### src/rtl/seg7_pkg.sv
// Shared constants and types for the seven-segment scan controller:
// active-low hex segment patterns, all-off pin patterns and the scan state type.
package seg7_pkg;

  localparam logic [6:0] SEG_OFF = 7'h7F;
  localparam logic [7:0] AN_OFF  = 8'hFF;

  // Index n holds the active-low {g,f,e,d,c,b,a} pattern for hex digit n
  localparam logic [15:0][6:0] SEG_LUT = {
    7'h0E, 7'h06, 7'h21, 7'h46, 7'h03, 7'h08, 7'h10, 7'h00,
    7'h78, 7'h02, 7'h12, 7'h19, 7'h30, 7'h24, 7'h79, 7'h40
  };

  typedef enum logic {
    OFF,
    SCAN
  } state_e;

endpackage

### src/rtl/seg7_hex_decode.sv
// Combinational nibble-to-segment decoder for a common-anode display
// (active-low cathodes, bit 0 = segment A).
module seg7_hex_decode
  import seg7_pkg::*;
(
  input  logic [3:0] hex,
  output logic [6:0] seg
);

  assign seg = SEG_LUT[hex];

endmodule

### src/rtl/seg7_scan_ctrl.sv
// Eight-digit time-multiplexed seven-segment scan controller with a
// double-buffered hex value that only changes at frame boundaries.
module seg7_scan_ctrl
  import seg7_pkg::*;
#(
  parameter int NUM_DIGITS   = 8,
  parameter int REFRESH_DIV  = 100000,
  parameter int BLANK_CYCLES = 1000
) (
  input  logic       clk,
  input  logic       rst,
  input  logic       en,
  input  logic       wr_en,
  input  logic [2:0] wr_addr,
  input  logic [3:0] wr_data,
  input  logic       commit,
  input  logic [7:0] digit_en,
  input  logic [7:0] dp_en,
  output logic [6:0] seg_n,
  output logic       dp_n,
  output logic [7:0] an_n,
  output logic       frame_tick,
  output logic       commit_pending,
  output logic       commit_done
);

  localparam int               DIV_W     = $clog2(REFRESH_DIV);
  localparam logic [DIV_W-1:0] DIV_MAX   = DIV_W'(REFRESH_DIV - 1);
  localparam logic [DIV_W-1:0] BLANK_END = DIV_W'(BLANK_CYCLES);
  localparam logic [2:0]       DIGIT_MAX = 3'(NUM_DIGITS - 1);

  state_e           state, state_nx;
  logic [DIV_W-1:0] div_cnt, div_nx;
  logic [2:0]       digit_idx, digit_nx;
  logic [7:0][3:0]  shadow, shadow_nx;
  logic [7:0][3:0]  active, active_nx;
  logic             pending_nx;
  logic             scan_run, div_wrap, frame_end, apply, show;
  logic [6:0]       seg_dec, seg_nx;
  logic [7:0]       an_nx;
  logic             dp_nx;

  seg7_hex_decode u_decode (
    .hex (active[digit_idx]),
    .seg (seg_dec)
  );

  // Dropping en takes effect immediately on the pins, not after the state update
  assign scan_run  = (state == SCAN) && en;
  assign div_wrap  = (div_cnt == DIV_MAX);
  assign frame_end = scan_run && div_wrap && (digit_idx == DIGIT_MAX);
  assign show      = scan_run && (div_cnt >= BLANK_END);
  assign apply     = (commit_pending || commit) && (frame_end || (state == OFF));

  always_comb begin
    state_nx   = state;
    div_nx     = '0;
    digit_nx   = '0;
    shadow_nx  = shadow;
    active_nx  = active;
    pending_nx = (commit_pending || commit) && !apply;
    an_nx      = AN_OFF;
    seg_nx     = SEG_OFF;
    dp_nx      = 1'b1;

    case (state)
      OFF:  if (en)  state_nx = SCAN;
      SCAN: if (!en) state_nx = OFF;
    endcase

    if (scan_run) begin
      div_nx   = div_wrap ? '0 : div_cnt + 1'b1;
      digit_nx = !div_wrap ? digit_idx
               : (digit_idx == DIGIT_MAX) ? 3'd0 : digit_idx + 3'd1;
    end

    // Copy reads the pre-edge shadow, so a same-cycle write misses this commit
    if (apply)
      active_nx = shadow;
    if (wr_en)
      shadow_nx[wr_addr] = wr_data;

    if (show) begin
      an_nx  = ~(8'd1 << digit_idx) | ~digit_en;
      seg_nx = seg_dec;
      dp_nx  = ~dp_en[digit_idx];
    end
  end

  always_ff @(posedge clk) begin
    if (rst) begin
      state          <= OFF;
      div_cnt        <= '0;
      digit_idx      <= '0;
      shadow         <= '0;
      active         <= '0;
      commit_pending <= 1'b0;
      commit_done    <= 1'b0;
      frame_tick     <= 1'b0;
      an_n           <= AN_OFF;
      seg_n          <= SEG_OFF;
      dp_n           <= 1'b1;
    end else begin
      state          <= state_nx;
      div_cnt        <= div_nx;
      digit_idx      <= digit_nx;
      shadow         <= shadow_nx;
      active         <= active_nx;
      commit_pending <= pending_nx;
      commit_done    <= apply;
      frame_tick     <= frame_end;
      an_n           <= an_nx;
      seg_n          <= seg_nx;
      dp_n           <= dp_nx;
    end
  end

endmodule

### config.mk
export PLATFORM = sky130hd
export DESIGN_NAME = seg7_scan_ctrl
export DESIGN_NICKNAME = d
export VERILOG_FILES = /design/src/rtl/seg7_pkg.sv /design/src/rtl/seg7_hex_decode.sv /design/src/rtl/seg7_scan_ctrl.sv
export SDC_FILE = /design/constraint.sdc
export NUM_CORES = 1
export LEC_CHECK = 0
export BUFFER_PORTS_ARGS = -buffer_cell sky130_fd_sc_hd__buf_4
export CAP_MARGIN = 20
export CORE_MARGIN = 2
export CORE_UTILIZATION = 58
export CTS_CLUSTER_SIZE = 20
export DETAILED_ROUTE_END_ITERATION = 10
export PLACE_DENSITY = 0.82
export SYNTH_ARGS = -nofsm -noshare
export SYNTH_HDL_FRONTEND = slang
export SYNTH_SLANG_ARGS = --single-unit
### constraint.sdc
create_clock -name clk -period 2.66 [get_ports clk]
set_clock_uncertainty 0.05 [all_clocks]
set_input_delay 0.133 -clock clk [delete_from_list [all_inputs] [get_ports clk]]
set_output_delay 0.133 -clock clk [all_outputs]
set_load 0.05 [all_outputs]
Word-level counts from Yosys, hierarchy flattened
Memory sizes are Yosys's and may differ from the RTL's. A register that Yosys moved wholly into a read port is not among the register bits.
Index checks and enable logic that the tools add are counted.
Widths: inputs -> output; s select.

storage, ports and cells
  memory bits (writable) = 0
  memory bits (read-only) = 112
  memories = 1
  word-level logic and storage cells = 63
  input port bits = 28
  latch bits = 0
  register bits after elaboration = 97

memories
  memory            words  width  read ports  clocked after memory_dff  write ports  RTL line               source
  (name not given)  16     7      1           1                         0            seg7_hex_decode.sv:10  assign seg = SEG_LUT[hex];

cells by class
  reduce and logical (&&, ||, !) cells = 13
  eq/ne operators = 2
  shift operators = 1
  order comparisons = 4
  multiply operators = 0
  bitwise gates (word level) = 7
  add/subtract/negate cells = 2
  multiplexer cells = 9
  div/mod/pow operators = 0

operators by type and width
  operator               number
  $bwmux 32              1
  $add 17x1->17 const B  1
  $eq 17x17->1 const B   1
  $ge 17x10->1 const B   1
  $not 8->8              2
  $bmux 4 s3             1
  $demux 4 s3            1
  $lt 3x4->1 const B     2
  $mux 4                 2
  $or 8x8->8             1
  $shl 1x3->8 const A    1
  $logic_and 1x1->1      7
  $not 1->1              4
  $reduce_or 2->1        2
  $add 3x1->3 const B    1
  $bmux 1 s3             1
  $eq 3x3->1 const B     1
  $ge 3x1->1 const B     1
  $mux 3                 1
  $reduce_or 3->1        1
  $logic_or 1x1->1       2
  $mux 1                 2
  $logic_not 1->1        1

Longest topological paths before layout
Gate-level depths: netlist of run 1.

  word-level depth = 7
  mapped depth = 10

By module
From an unflattened synthesis of run 1, not the netlist that was laid out.

second synthesis, totals
  cells, all modules = 476
  area, all modules = 4812.1 µm²

modules (own cells, without submodules)
  module           area each (µm²)  times used  cells each  seq. area each (µm²)
  seg7_scan_ctrl   4538.1           1           443         2082.0
  seg7_hex_decode  274.0            1           33          0.0

Worst setup path before layout of run 1
No wires, ideal clock.

  path type = flip-flop to flip-flop
  start point = register digit_idx[0]
  end point = register seg_n[3]
  cell stages (with the launch flop) = 10
  clock period less this slack = 2.251 ns
  arrival time = 2.069 ns
  path slack = 0.409 ns
  library setup time = 0.133 ns
  path through = dfxtp_1 -> buf_6 -> buf_12 -> mux4_2 -> nand2_1 -> nand2_1 -> ha_1 -> and3_1 -> a2111oi_1 -> a31oi_1

on the way
  longest elaborated chain between the ends = 2

RTL lines
  what                          RTL line               source
  start: declaration            seg7_scan_ctrl.sv:34   logic [2:0] digit_idx, digit_nx;
  start signal: assignment      seg7_scan_ctrl.sv:106  digit_idx <= digit_nx;
  $bmux 4 s3                    seg7_scan_ctrl.sv:44   .hex (active[digit_idx]),
  $mux 4 (implied by the code)  seg7_scan_ctrl.sv:44
  end: declaration              seg7_scan_ctrl.sv:19   output logic [6:0] seg_n,

Every way passes these cells. The select of a mux whose other input is x is not followed.
A chain may end at the register's enable or synchronous reset.

Worst setup path after layout of run 1
  start point = register digit_idx[0]
  end point = register seg_n[5]

Same word-level chain as after synthesis.

==> results of run 1 <==
-- what timing repair did --
item / in CTS / in global routing
setup buffers: 0 / 4
hold buffers: 9 / 0
setup endpoints to repair: 0 / 2
hold endpoints to repair: 9 / 0
resized for setup: 0 / 1
-- through the flow --
stage / std cells / total power, W / hold WS (ns)
finish: 596 / 0.00277 / 0.0210
global route: 596 / 0.00286 / 0.0257
CTS: 592 / 0.00278 / 0.0114
detailed placement: 567 / 0.00178 / 0.280
global placement: 567 / 0.00177 / 0.270
floorplan: 442 / 0.00172 / 0.155
-- power groups by stage --
stage | logic, W | registers [W] | clock network, W
after floorplan | 0.000103 | 0.00162 | 0
after global placement | 0.000155 | 0.00162 | 0
after detailed placement | 0.000159 | 0.00162 | 0
after CTS | 0.000171 | 0.00158 | 0.00102
after global routing | 0.000185 | 0.00159 | 0.00109
final | 0.000171 | 0.00158 | 0.00101
-- logic make-up after synthesis --
logic type               count (synthesis)  share of synthesized area (%)
adder cells (fa/ha/maj)                 14                           3.94
buffers and inverters                   33                           3.80
multiplexers                            81                           21.1
AND/OR/NAND/NOR                        169                           17.3
AO/OA/AOI/OAI                           26                           4.08
XOR/XNOR                                15                           2.95
flip-flops                             104                           46.8
-- cell usage in the layout (no fill, tap or decap), drive strengths merged, types with 2 or more instances in the layout --
master / Yosys / final
nand3: 11 / 11
dfxtp: 104 / 104
mux2: 3 / 3
buf: 8 / 54
o221ai: 3 / 3
o21ai: 5 / 5
mux2i: 70 / 70
or3: 2 / 2
clkbuf: 16 / 11
nor2b: 2 / 2
xor2: 4 / 4
o211ai: 4 / 4
ha: 14 / 14
a31oi: 3 / 3
nand4: 7 / 7
a21oi: 5 / 5
nor3b: 3 / 3
mux4: 8 / 8
clkinvlp: 0 / 2
nand4b: 4 / 4
nor3: 6 / 6
nand2b: 3 / 3
and2: 4 / 4
nor2: 95 / 95
and3: 7 / 7
inv: 9 / 10
xnor2: 11 / 11
dlygate4sd3: 0 / 9
nand2: 22 / 22
-- registers in the layout (all words and copies together), names as in the netlist --
signal          cells
active             32
shadow             32
div_cnt            17
an_n                8
seg_n               7
digit_idx           3
commit_done         1
commit_pending      1
dp_n                1
frame_tick          1
state               1
-- per-layer routing --
metal	routed length, um	up-vias	part of all wire (%)
met3	464	12	4.9
met1	4170	1514	44
met2	4650	84	49
met4	122	0	1.3
met5	0	-	0
li1	-	1619	-
-- worst paths after layout --
path,end,cells past startpoint
setup / recovery,seg_n[5]$_SDFF_PP1_,6
setup reg to reg,seg_n[5]$_SDFF_PP1_,6
hold reg to reg,div_cnt[0]$_SDFF_PP0_,1
hold / removal,shadow[27]$_SDFFE_PP0P_,3
-- Yosys cell counts, drive strengths merged --
cell type	instances
xnor2	11
clkbuf	16
nand2	22
nor3b	3
mux2i	70
inv	9
o211ai	4
mux4	8
dfxtp	104
nor4	1
buf	8
o22a	1
ha	14
a31oi	3
nand4	7
a21oi	5
nand2b	3
nor2b	2
or3	2
a22o	1
nand3	11
a22oi	1
and4	1
mux2	3
and2	4
o221ai	3
a211o	1
or2	1
o22ai	1
nor3	6
o21ai	5
xor2	4
nand4b	4
and3	7
nor2	95
a2111oi	1
-- critical path, stage by stage (launching register included) --
cell and delay (ns):
dfxtp_1 0.49, buf_4 0.29, mux4_1 0.63, mux2i_4 0.24, buf_4 0.21, mux2i_1 0.25, o221ai_1 0.16
-- area by class of cell --
cell class / instances / area (um2)
fillers: 575 / 2180
repair buffers: 63 / 495
clock buffers: 11 / 141
inverters: 9 / 33.8
clock inverters: 5 / 65.1
well taps: 99 / 124
multi-input cells: 305 / 2200
flip-flops and latches: 104 / 2080
==> run_results.csv, run 1 <==
group,metric,value,unit
power_and_ir_drop,switchingPower,0.000645,W
floorplanning,coreArea,0.00733,mm2
cells_and_area,area_growth,15.8,%
grt,grt_pass1_vias,3174,
place,io_buffers,46,
critical_path,arrival,2.66,ns
clock_tree,h-tree-depth,3,
critical_path,worst_setup_path_end_kind,"register",
status,status,"finished clean",
power_and_ir_drop,peakVddDrop,0.298,mV
sta,setup-tns-final,0,ns
synth,synth.top_cell.area_share,46.8,%
sta,tightest_slew,0.662,ns
place,dpl_cell_area,0.00482,mm2
grt,grt_pass1_wl,15600,um
cells_and_area,final_util,70.2,%
route,drt_iter0_drc,132,
sta,final.min_clock_period,2.49,ns
place,place_ws,0.157,ns
clock_tree,cts_tree,"built",
synth,synth-seq-cells,104,
sta,hold_viol,0,
synth,synth_fp_nets,484,
place,gp_congestion,0.843,
route,viasPerCell,5.42,
sta,setup-violations-final,0,
critical_path,r2r-start,"digit_idx[0]$_SDFFE_PP0N_",
power_and_ir_drop,p_seq_share,57.2,%
floorplanning,initial_core_util,60.7,%
grt,grt_antenna_before_repair,0,
power_and_ir_drop,cellPowerDensity,538,mW/mm2
worst_hold_path,hp-class,"input pin to register",
route,vias,3229,
sta,finalCritPeriodShare,93.4,%
sta,max_freq,402,MHz
sta,relSlewSlack,55.9,%
synth,ys_top_cells_by_area,"dfxtp_1 47%, mux2i_1 16%, nor2_1 8.0%",
critical_path,cp-startpoint,"digit_idx[0]$_SDFFE_PP0N_",
power_and_ir_drop,switching_share,23.3,%
floorplanning,die_area,0.00838,mm2
clock_tree,root_buffer,"clkbuf_8",
cells_and_area,drive_above_1_share,16.9,%
cells_and_area,fin_area,0.00515,mm2
grt,grtUsageMet3,5.15,%
grt,grt_util_met1,30.1,%
floorplanning,die_h,91.6,um
floorplanning,io_pins,47,
floorplanning,die_width,91.6,um
worst_hold_path,worstHoldStart,"wr_data[3]",
critical_path,cp-start-kind,"register",
clock_tree,clk_pin_slew,0.10,ns
synth,synth_area,0.00445,mm2
grt,grt_max_degree,68,
cells_and_area,nNetsFinal,534,
run,drv_cap,0,
synth,ys_seq_area_share,46.8,%
clock_tree,cts_buffers,9,
grt,grt_usage,23.7,%
clock_tree,cts_sinks,104,
synth,ys_types,46,
critical_path,crit_required,2.83,ns
cells_and_area,diodes,0,
sta,setup_slack,0.174,ns
route,avgRoutedWirePerCell,15.8,um
place,dp_hpwl,6490,um
sta,report.final.slew_viol_count,0,
critical_path,crit_fanout,13,
power_and_ir_drop,p_clk_share,36.6,%
critical_path,ff2ff_setup_slack,0.17,ns
route,drt_pass1_iterations,4,
sta,rsz0062_at_grt,"no",
grt,overflow,0,
route,route.detailed.drc,0,
clock_tree,clk_path_buf_depth,2,
clock_tree,insertion_delay,0.37,ns
power_and_ir_drop,power_frac_comb,6.2,%
floorplanning,row_count,31,
synth,ys_warn_count,0,
grt,busiest_layer,"met2",
power_and_ir_drop,internal-power,0.00212,W
synth,synth_top_area_cell,"dfxtp_1",
grt,grt_use_met2,40.3,%
synth,avgSynthCellArea,10.1,um2
power_and_ir_drop,power.leakage,2.15,nW
critical_path,critPathKind,"register to register",
synth,synthCells,442,
route,wirelength,9410,um
route,ant_nets,0,
No activity file was read; power rests on OpenSTA's default activity.
==> inputs of run 2 (changes only) <==
- ABC_AREA: default -> 1
- CORE_UTILIZATION: 58 -> 59
- PLACE_DENSITY: 0.82 -> 0.83
==> run 2 against run 1 <==
Against the previous run:
- non-clock buffer count decreased by 3
- area after synthesis increased by 7.2%
- synthesized cell count increased by 52%
- largest power group unchanged
- clock-buffer cell count unchanged
- sequential share of layout area decreased by 2.1 points
- flip-flop and latch count unchanged
- maximum frequency increased by 12%
- critical path depth increased by 5
- cell area increased by 5.3%
==> run_results.csv, run 2 <==
group,metric,value,unit
synth,ys_top_cells_by_area,"dfxtp_1 44%, nand2_1 9.5%, a21oi_1 8.1%",
run,drv_cap,0,
route,vias,4245,
cells_and_area,diodes,0,
critical_path,crit_path_cell_trace,"inv_1 -> nor2_1 -> o21ai_0 -> nand3_1 -> nand2_1 -> inv_1 -> ha_1 -> inv_1 -> nand3_1 -> nand3_1 -> nand3_1",
critical_path,arrival,2.48,ns
synth,synth_area,0.00477,mm2
sta,setup-violations-final,0,
cells_and_area,area_growth,13.8,%
floorplanning,die_h,93.9,um
critical_path,worst_setup_path_end_kind,"register",
sta,relSlewSlack,63.1,%
critical_path,critPathSlowestCell,"dfxtp_1",
route,wirelength,10200,um
route,avgRoutedWirePerCell,12.4,um
place,dp_cells,792,
synth,synthCells,672,
route,route.detailed.drc,0,
cells_and_area,nNetsFinal,754,
sta,rsz0062_at_grt,"no",
synth,avgSynthCellArea,7.09,um2
clock_tree,post_cts_buffers,0,
critical_path,crit_fanout,15,
synth,ys_seq_area_share,43.7,%
cells_and_area,top_regs,"active (32), shadow (32), div_cnt (17)",
synth,synth-seq-cells,104,
cells_and_area,drive_above_1_share,10.7,%
grt,grt_max_degree,66,
sta,finalCritPeriodShare,83.4,%
route,drt_iter0_drc,298,
synth,ys_warn_count,0,
clock_tree,cts_tree,"built",
floorplanning,die_area,0.00881,mm2
clock_tree,clk_path_buf_depth,2,
floorplanning,row_count,32,
synth,ys_types,30,
sta,report.final.slew_viol_count,0,
grt,grt_usage,24.6,%
floorplanning,io_pins,47,
route,drt_pass1_iterations,5,
critical_path,cpPeakStageDelay,0.57,ns
place,io_buffers,46,
worst_hold_path,hp-class,"input pin to register",
critical_path,crit_required,2.93,ns
critical_path,cpMostUsedCell,"nand3_1",
power_and_ir_drop,peakVddDrop,0.290,mV
clock_tree,cts_buffers,9,
synth,synth_top_area_cell,"dfxtp_1",
synth,synth_fp_nets,714,
grt,grt_pass1_vias,3894,
route,ant_nets,0,
synth,synth.top_cell.area_share,43.7,%
cells_and_area,instances_no_fill,819,
critical_path,reg2regPathDepth,11,
power_and_ir_drop,cellPowerDensity,552,mW/mm2
critical_path,cp.buffers_inverters,3,
cells_and_area,layout_commonest_cell,"nand2_1",
status,status,"finished clean",
route,viasPerCell,5.18,
place,dp_hpwl,6950,um
floorplanning,initial_core_util,61.4,%
cells_and_area,mostFrequentLayoutCells,"120 x nand2_1, 104 x dfxtp_1, 96 x nor2_1",
critical_path,cp_top_family,"simple AND/OR/NAND/NOR gates",
synth,async_flop_share,0,%
grt,grt_pass1_wl,17500,um
sta,max_freq,451,MHz
sta,tightest_slew,0.553,ns
power_and_ir_drop,power.leakage,2.34,nW
clock_tree,h-tree-depth,3,
grt,grt_antenna_before_repair,0,
floorplanning,die_width,93.9,um
grt,overflow,0,
clock_tree,clk_pin_slew,0.10,ns
synth,synthTopCellsByCount,"121 x nand2_1, 104 x dfxtp_1, 96 x nor2_1",
synth,yosysMostFrequentCell,"nand2_1",
clock_tree,ctsResizeCount,0,
sta,hold_viol,0,
sta,setup-tns-final,0,ns
clock_tree,root_buffer,"clkbuf_8",
cells_and_area,fillers,689,
synth,synthFlopType,"dfxtp_1",
clock_tree,insertion_delay,0.37,ns
worst_hold_path,hold_depth,3,
synth,synth_edf_count,0,
floorplanning,coreArea,0.00777,mm2
place,gp_congestion,0.879,
critical_path,cp.depth,11,
critical_path,critPathKind,"register to register",
clock_tree,cts_sinks,104,
critical_path,cp-start-kind,"register",
sta,final.min_clock_period,2.22,ns
run 2: cell count changes after synthesis, sizes merged, moves of 9 or more:
cell    previous run  this run
nand2             22       123
a21oi              5        77
inv                9        80
mux2i             70         0
nand3             11        70
o21ai              5        47
buf                8        24
xnor2             11         1
clkbuf            16         7
run 2: cell type report:
class                      instances  area, um2  area share (%)
sequential                       104       2080            38.4
inverter                          80        300            5.54
clock inverter                     5       62.6            1.15
clock buffer                      11        151            2.79
multi-input combinational        457       2200            40.5
timing repair buffer              60        500            9.23
tap                              102        128            2.35
run 2: report_power, final:
part           total [W]  switching [W]  internal [W]
logic           0.000316       0.000187      0.000128
registers        0.00164      0.0000291       0.00161
clock network    0.00104       0.000547      0.000491
total            0.00299       0.000763       0.00223
run 2: final timing paths:
path	from	end	slack (ns)
worst min register to register	shadow[1]$_SDFFE_PP0P_	shadow[1]$_SDFFE_PP0P_	0.41
worst max-delay path	digit_idx[1]$_SDFFE_PP0N_	seg_n[0]$_SDFF_PP1_	0.44
worst min-delay path	wr_data[3]	shadow[31]$_SDFFE_PP0P_	0.06
worst max register to register	digit_idx[1]$_SDFFE_PP0N_	seg_n[0]$_SDFF_PP1_	0.44
run 2: cells by family (layout without fill, tap and decap cells):
kind of cell | after synthesis | in the layout | synth area share, %
adder cells (fa/ha/maj) | 14 | 14 | 3.68
AND/OR/NAND/NOR | 309 | 309 | 27.6
flip-flops | 104 | 104 | 43.7
buffers and inverters | 111 | 156 | 10.3
AO/OA/AOI/OAI | 133 | 133 | 14.6
XOR/XNOR | 1 | 1 | 0.184
run 2: repair_timing:
item	in CTS	in global routing
setup endpoints to repair	0	0
hold endpoints to repair	10	0
hold buffers	10	0
run 2: through the flow:
step / instance area (um2) / utilization (%) / hold WS [ns] / power [W] / setup slack (ns)
CTS: 5400 / 69.5 / 0.0548 / 0.00301 / 0.473
detailed placement: 5090 / 65.5 / 0.281 / 0.00197 / 0.489
global route: 5420 / 69.8 / 0.0636 / 0.00313 / 0.152
finish: 5420 / 69.8 / 0.0591 / 0.00299 / 0.442
floorplan: 4770 / - / 0.154 / 0.00189 / 0.837
global placement: 5090 / 65.5 / 0.281 / 0.00197 / 0.593
run 2: worst min-delay path: stages:
cell,delay [ns]
buf_4,0.13
o21ai_0,0.09
a21oi_1,0.10
run 2: metal layers:
| metal | up-vias | wire (um) | GRT usage, % |
|---|---|---|---|
| met4 | 0 | 123 | 8.33 |
| li1 | 2252 | - | - |
| met1 | 1862 | 4800 | 33.3 |
| met2 | 118 | 4720 | 39.7 |
| met5 | - | 0 | 0 |
| met3 | 13 | 541 | 4.25 |
